## config.mk

```make
export PLATFORM = sky130hd
export DESIGN_NAME = person_frame_draw
export DESIGN_NICKNAME = d
export VERILOG_FILES = /design/src/rtl/person_frame_draw.sv
export SDC_FILE = /design/constraint.sdc
export NUM_CORES = 1
export LEC_CHECK = 0
export ABC_AREA = 1
export CAP_MARGIN = 25
export CORE_AREA = 2 2 96 98
export CTS_CLUSTER_DIAMETER = 50
export CTS_CLUSTER_SIZE = 12
export DETAILED_ROUTE_END_ITERATION = 12
export DIE_AREA = 0 0 98 100
export PLACE_DENSITY = 0.65
export SETUP_SLACK_MARGIN = 0.05
export SKIP_LAST_GASP = 1
export SYNTH_ARGS = -nofsm -noshare
export SYNTH_HDL_FRONTEND = slang
export SYNTH_SLANG_ARGS = --single-unit
```

## constraint.sdc

```tcl
create_clock -name clk -period 2.05 [get_ports clk]
set_input_delay 0.41 -clock clk [delete_from_list [all_inputs] [get_ports clk]]
set_output_delay 0.41 -clock clk [all_outputs]
set_load 0.1 [all_outputs]
```

## src/rtl/person_frame_draw.sv

```systemverilog
// Highlight frame overlay for the selected 3x3 portrait tile; the selection code is taken only at frame boundaries.
// Optional build macro PERSON_FRAME_BLINK_EN adds a FLASH state that blinks a newly chosen tile before it turns steady.
module person_frame_draw #(
  parameter int          FRAME_W      = 4,
  parameter logic [11:0] FRAME_COLOR  = 12'hF00
`ifdef PERSON_FRAME_BLINK_EN
  ,
  parameter int          BLINK_PERIOD = 8,
  parameter int          FLASH_FRAMES = 48
`endif
) (
  input  logic        clk,
  input  logic        rst,
  input  logic [4:0]  your_person,
  input  logic [10:0] hcount_in,
  input  logic        hsync_in,
  input  logic        hblnk_in,
  input  logic [10:0] vcount_in,
  input  logic        vsync_in,
  input  logic        vblnk_in,
  input  logic [11:0] rgb_in,
  output logic [10:0] hcount_out,
  output logic        hsync_out,
  output logic        hblnk_out,
  output logic [10:0] vcount_out,
  output logic        vsync_out,
  output logic        vblnk_out,
  output logic [11:0] rgb_out,
  output logic        sel_valid
);

  // Tile geometry of the portrait grid (origins and extent of each tile).
  localparam logic [11:0] X_1_DIM = 12'd100;
  localparam logic [11:0] X_2_DIM = 12'd310;
  localparam logic [11:0] X_3_DIM = 12'd520;
  localparam logic [11:0] Y_1_DIM = 12'd50;
  localparam logic [11:0] Y_2_DIM = 12'd210;
  localparam logic [11:0] Y_3_DIM = 12'd370;
  localparam logic [11:0] A_SIDE  = 12'd200;
  localparam logic [11:0] B_SIDE  = 12'd150;
  localparam logic [11:0] FW_M1   = 12'(FRAME_W - 1);

  typedef enum logic [1:0] {
    S_IDLE   = 2'd0,
    S_FLASH  = 2'd1,
    S_STEADY = 2'd2
  } state_t;

  state_t     r_state;
  logic [1:0] r_col;
  logic [1:0] r_row;
  logic       r_visible;
  logic       r_vblnk_prev;

  logic [1:0]  w_col;
  logic [1:0]  w_row;
  logic        w_valid;
  logic        w_same;
  logic        w_boundary;
  logic [11:0] w_x;
  logic [11:0] w_y;
  logic [11:0] w_h;
  logic [11:0] w_v;
  logic        w_in_box;
  logic        w_near_edge;
  logic        w_frame_px;

  // Thermometer-style code from the selector; col/row value 0 means no tile.
  always_comb begin
    w_col = 2'd0;
    w_row = 2'd0;
    case (your_person)
      5'b00001: begin w_col = 2'd1; w_row = 2'd1; end
      5'b00011: begin w_col = 2'd2; w_row = 2'd1; end
      5'b00111: begin w_col = 2'd3; w_row = 2'd1; end
      5'b01111: begin w_col = 2'd1; w_row = 2'd2; end
      5'b11111: begin w_col = 2'd2; w_row = 2'd2; end
      5'b11110: begin w_col = 2'd3; w_row = 2'd2; end
      5'b11100: begin w_col = 2'd1; w_row = 2'd3; end
      5'b11000: begin w_col = 2'd2; w_row = 2'd3; end
      5'b10000: begin w_col = 2'd3; w_row = 2'd3; end
      default:  begin w_col = 2'd0; w_row = 2'd0; end
    endcase
  end

  assign w_valid    = (w_col != 2'd0);
  assign w_same     = (w_col == r_col) && (w_row == r_row);
  assign w_boundary = vblnk_in & ~r_vblnk_prev;

  always_comb begin
    w_x = 12'd0;
    w_y = 12'd0;
    case (r_col)
      2'd1:    w_x = X_1_DIM;
      2'd2:    w_x = X_2_DIM;
      2'd3:    w_x = X_3_DIM;
      default: w_x = 12'd0;
    endcase
    case (r_row)
      2'd1:    w_y = Y_1_DIM;
      2'd2:    w_y = Y_2_DIM;
      2'd3:    w_y = Y_3_DIM;
      default: w_y = 12'd0;
    endcase
  end

  assign w_h         = {1'b0, hcount_in};
  assign w_v         = {1'b0, vcount_in};
  assign w_in_box    = (w_h >= w_x) && (w_h <= w_x + A_SIDE) &&
                       (w_v >= w_y) && (w_v <= w_y + B_SIDE);
  assign w_near_edge = (w_h <= w_x + FW_M1) || (w_h >= w_x + A_SIDE - FW_M1) ||
                       (w_v <= w_y + FW_M1) || (w_v >= w_y + B_SIDE - FW_M1);
  assign w_frame_px  = (r_state != S_IDLE) && r_visible && w_in_box && w_near_edge;

`ifdef PERSON_FRAME_BLINK_EN
  localparam int CW = $clog2(FLASH_FRAMES + 1);
  logic [CW-1:0] r_frame_cnt;
  logic [CW-1:0] w_cnt_inc;
  logic          w_blink_odd;
  assign w_cnt_inc   = r_frame_cnt + CW'(1);
  assign w_blink_odd = ((int'(w_cnt_inc) / BLINK_PERIOD) % 2) == 1;
`endif

  always_ff @(posedge clk) begin
    if (rst) begin
      r_state      <= S_IDLE;
      r_col        <= 2'd0;
      r_row        <= 2'd0;
      r_visible    <= 1'b0;
      r_vblnk_prev <= 1'b0;
      hcount_out   <= 11'd0;
      hsync_out    <= 1'b0;
      hblnk_out    <= 1'b0;
      vcount_out   <= 11'd0;
      vsync_out    <= 1'b0;
      vblnk_out    <= 1'b0;
      rgb_out      <= 12'h000;
      sel_valid    <= 1'b0;
`ifdef PERSON_FRAME_BLINK_EN
      r_frame_cnt  <= '0;
`endif
    end else begin
      r_vblnk_prev <= vblnk_in;
      hcount_out   <= hcount_in;
      hsync_out    <= hsync_in;
      hblnk_out    <= hblnk_in;
      vcount_out   <= vcount_in;
      vsync_out    <= vsync_in;
      vblnk_out    <= vblnk_in;
      rgb_out      <= (w_frame_px && !hblnk_in && !vblnk_in) ? FRAME_COLOR : rgb_in;

      if (w_boundary) begin
        if (!w_valid) begin
          r_state   <= S_IDLE;
          r_col     <= 2'd0;
          r_row     <= 2'd0;
          r_visible <= 1'b0;
          sel_valid <= 1'b0;
`ifdef PERSON_FRAME_BLINK_EN
          r_frame_cnt <= '0;
`endif
        end else if (!w_same || r_state == S_IDLE) begin
          r_col     <= w_col;
          r_row     <= w_row;
          r_visible <= 1'b1;
          sel_valid <= 1'b1;
`ifdef PERSON_FRAME_BLINK_EN
          r_state     <= S_FLASH;
          r_frame_cnt <= '0;
`else
          r_state     <= S_STEADY;
`endif
        end
`ifdef PERSON_FRAME_BLINK_EN
        else if (r_state == S_FLASH) begin
          // The counter names the frame now ending; the next frame uses the incremented value.
          if (r_frame_cnt == CW'(FLASH_FRAMES - 1)) begin
            r_state   <= S_STEADY;
            r_visible <= 1'b1;
          end else begin
            r_frame_cnt <= w_cnt_inc;
            r_visible   <= ~w_blink_odd;
          end
        end
`endif
      end
    end
  end

endmodule
```

==> Implementation_results.wiki <==
{| class="wikitable"
! Metric !! Value
|-
| Result of the run || finished with violations
|-
| Violated checks || negative setup slack
|-
| Cell types with the highest counts after synthesis || sky130_fd_sc_hd__inv_1 (75), sky130_fd_sc_hd__nand2_1 (73), sky130_fd_sc_hd__nor2_1 (61)
|-
| Max Used Layer || met4
|-
| Share of synthesized area occupied by flip-flops and latches || 28.7%
|-
| Number of hold violations in the final report || 0
|-
| Width of the chip || roughly 100 um
|-
| PnR Total Power || roughly 2.5 mW
|-
| CTS clock-pin slew for the worst setup and hold paths || 0.09 ns
|-
| Hold buffer count at CTS || 0
|-
| Die Ht || ~100 um
|-
| Tcrit/Tclk final || 105%
|-
| Leak pwr || 2.25 nW
|-
| Crit start category || register
|-
| Final-layout fill cell count || 839
|-
| Async set-reset flop share out of synthesis || 0%
|-
| Achievable clock frequency || between 400 and 500 MHz
|-
| Net count reported at finish || roughly 660
|-
| Footprint of the multi-input gates || 2250 sq um
|-
| Final worst clock skew || 0.0102 ns
|-
| Maximum VDD drop || approximately 0.3 mV
|-
| Final critical delay including setup and external delays || between 2 and 2.5 ns
|-
| M1 WL || roughly 3700 um
|-
| Detailed-route wire length || a little over 8000 um
|-
| Placement row count || 35
|-
| Mean instance size in the synthesized netlist || approximately 7.1 sq um
|-
| Combined flip-flop and latch cell area || 876 sq um
|-
| Total congestion overflow after global routing || 0
|-
| Number of violations reported at the end of detailed-routing iteration 0 || 86
|-
| Accumulated negative setup slack || -1.04 ns
|-
| Post-route antenna net violation count || 0
|-
| Count of cells along the worst register-to-register path || 14
|-
| EDFF count, synth || 0
|-
| Hold Path Stages || 2
|-
| Met3 wire length || ~370 um
|-
| Layout area overhead || 58.0%
|-
| Worst EP arrival || approximately 2.4 ns
|-
| Number of global-route vias before repair || 2911
|-
| Average wire per cell in the routed design || roughly 12 um
|-
| Portion of synthesized cell area occupied by the leading cell type || between 20% and 30%
|-
| Total inserted antenna cells || 0
|-
| Placer's final routability congestion estimate || approximately 0.9
|-
| Ratio of cells with drive above 1 in the final layout || about a third
|-
| Number of pins with negative max-slew slack in the final report || 0
|-
| Number of instances in the synthesized netlist || between 400 and 500
|-
| Area of the placeable core || between 8000 and 9000 sq um
|-
| Max-Slew Margin vs Limit || roughly two thirds
|-
| CTS sink count || 43
|-
| Total setup violations reported at the end of the flow || 12
|-
| PortBufs || between 80 and 90
|-
| H-tree levels || 2
|-
| Flip-flop and latch count after synthesis || 43
|-
| Clock latency at the later pin of the worst-skew pair || 0.31 ns
|-
| Setup repair after global routing missed its margin || yes
|-
| Maximum number of pins on one net before global-route repair || 22
|-
| Actual slew at the worst max-slew pin || around 0.49 ns
|-
| TritonCTS clock tree || yes
|-
| Boundary Pins || 84
|-
| Effective utilization at floorplan || 33.8%
|-
| Number of distinct library cells after synthesis || 28
|-
| Cell accounting for the most synthesized area || sky130_fd_sc_hd__dfxtp_1
|-
| Warning count from the yosys run || 0
|-
| Min-Delay Path Class || register to register
|-
| Area contributors post-synth || sky130_fd_sc_hd__dfxtp_1 (29%), sky130_fd_sc_hd__ha_1 (24%), sky130_fd_sc_hd__inv_1 (9.4%), sky130_fd_sc_hd__nand2_1 (9.1%), sky130_fd_sc_hd__nor2_1 (7.6%)
|-
| Post-Syn Nets || roughly 520
|-
| Global-route wire length before repair || between 10000 and 15000 um
|-
| Met2 wirelength from detailed routing || roughly 4000 um
|-
| Max clock buf depth || 2
|-
| Post-synthesis instance area || roughly 3000 sq um
|-
| Crit path kind || register to register
|-
| Highest fanout seen on the critical path || 8
|-
| Kind of capture point of the worst setup path || register
|-
| Total clock buffers created by CTS || 5
|-
| Final Worst Setup Slack || -0.109 ns
|-
| 1st-pass router iterations || 4
|-
| Most used standard cell by instance count after synthesis || sky130_fd_sc_hd__inv_1
|-
| Total half-perimeter wirelength after legalization and detailed placement || 6500 um
|-
| Data required time at the worst endpoint || approximately 2.3 ns
|-
| Antenna violations before repair || 0
|-
| Post-Place Setup Slack || -0.371 ns
|-
| Vias || roughly 3100
|-
| Max_cap viols || 0
|-
| Average vias per placed instance || 4.66
|-
| Buffer cell driving the clock tree root || sky130_fd_sc_hd__clkbuf_8
|-
| Total routing usage reported by global routing || 16.1%
|-
| Most common flop cell mapped by yosys || sky130_fd_sc_hd__dfxtp_1
|-
| DRC || 0
|-
| DIE AREA || between 9000 and 10000 sq um
|-
| Power density over the cells || between 500 and 600 nW/um^2
|}
## path summary, 6_finish.rpt
path                    from          to  slack, ns
setup reg to reg    r_col[0]  rgb_out[4]      -0.11
hold / removal    r_state[1]  r_state[1]       0.51
setup / recovery    r_col[0]  rgb_out[4]      -0.11
hold reg to reg   r_state[1]  r_state[1]       0.51
## routing by layer
metal	vias to the layer above	GRT usage, %
met5	-	0
met4	0	3.42
met3	8	2.23
met2	78	28.1
met1	1398	21.2
li1	1613	-
## repair_timing
item,CTS,global route
pin swaps,21,19
endpoints found under the hold margin,0,0
buffers inserted,2,0
resized for setup,53,35
endpoints found under the setup margin,12,16
## layout by cell type, fill, tap and decap left out, types with 9 or more instances in the layout
master	n
sky130_fd_sc_hd__nand3_1	23
sky130_fd_sc_hd__dfxtp_1	39
sky130_fd_sc_hd__clkdlybuf4s50_1	43
sky130_fd_sc_hd__ha_1	33
sky130_fd_sc_hd__nor2_1	54
sky130_fd_sc_hd__buf_4	82
sky130_fd_sc_hd__inv_1	61
sky130_fd_sc_hd__nand2_1	68
sky130_fd_sc_hd__nor2_2	11
sky130_fd_sc_hd__inv_2	9
sky130_fd_sc_hd__ha_4	20
sky130_fd_sc_hd__a21oi_1	29
## power breakdown
group | switching (mW) | internal [mW] | total, mW
Combinational | 0.649 | 0.367 | 1.02
Sequential | 0.0202 | 0.877 | 0.897
Clock | 0.330 | 0.245 | 0.576
## registers in the layout, indices dropped and copies added (netlist names)
| signal | flops |
|---|---|
| hcount_out | 11 |
| r_row | 2 |
| vcount_out | 11 |
| hsync_out | 1 |
| rgb_out | 12 |
| r_vblnk_prev | 1 |
| hblnk_out | 1 |
| r_state | 1 |
| r_col | 2 |
| vsync_out | 1 |
## worst max-delay path, stage by stage, from the launching register on
cell                      delay (ns)
sky130_fd_sc_hd__dfxtp_4        0.39
sky130_fd_sc_hd__inv_4          0.07
sky130_fd_sc_hd__ha_4           0.28
sky130_fd_sc_hd__inv_2          0.08
sky130_fd_sc_hd__ha_1           0.29
sky130_fd_sc_hd__nand3_2        0.09
sky130_fd_sc_hd__buf_4          0.16
sky130_fd_sc_hd__a21oi_1        0.11
sky130_fd_sc_hd__nand2_1        0.07
sky130_fd_sc_hd__nand2_1        0.07
sky130_fd_sc_hd__a21oi_1        0.04
sky130_fd_sc_hd__nand3_1        0.12
sky130_fd_sc_hd__nand3_4        0.14
sky130_fd_sc_hd__nand2_8        0.12
sky130_fd_sc_hd__nor2_1         0.05
## logic make-up after synthesis
family | count (synthesis) | share of synthesized area, %
adders and majority gates | 57 | 23.7
AOI/OAI and AO/OA | 51 | 8.87
and+or+nand+nor | 188 | 28.0
buffers and inverters | 81 | 10.2
DFF | 43 | 28.7
xor gates and xnor gates | 2 | 0.583
## layout make-up
type	count	share of cell area, %
multi-input cells	298	47.3
inverters	76	6.33
flip-flops and latches	43	18.5
well taps	111	2.93
clock buffers	5	1.45
repair buffers	129	23.0
clock inverters	3	0.501
## per-stage QoR
| step | cell area, sq um | hold WS, ns | utilization [%] | instances |
|---|---|---|---|---|
| 4_1_cts | 4600 | 0.513 | 51.8 | 665 |
| 2_1_floorplan | 3030 | 0.482 | - | 422 |
| 6_report | 4750 | 0.511 | 53.4 | 665 |
| 3_5_place_dp | 4220 | 0.496 | 47.4 | 655 |
| 3_3_place_gp | 4220 | 0.490 | 47.4 | 655 |
| 5_1_grt | 4750 | 0.551 | 53.4 | 665 |
(Power assumes the default switching activity.)
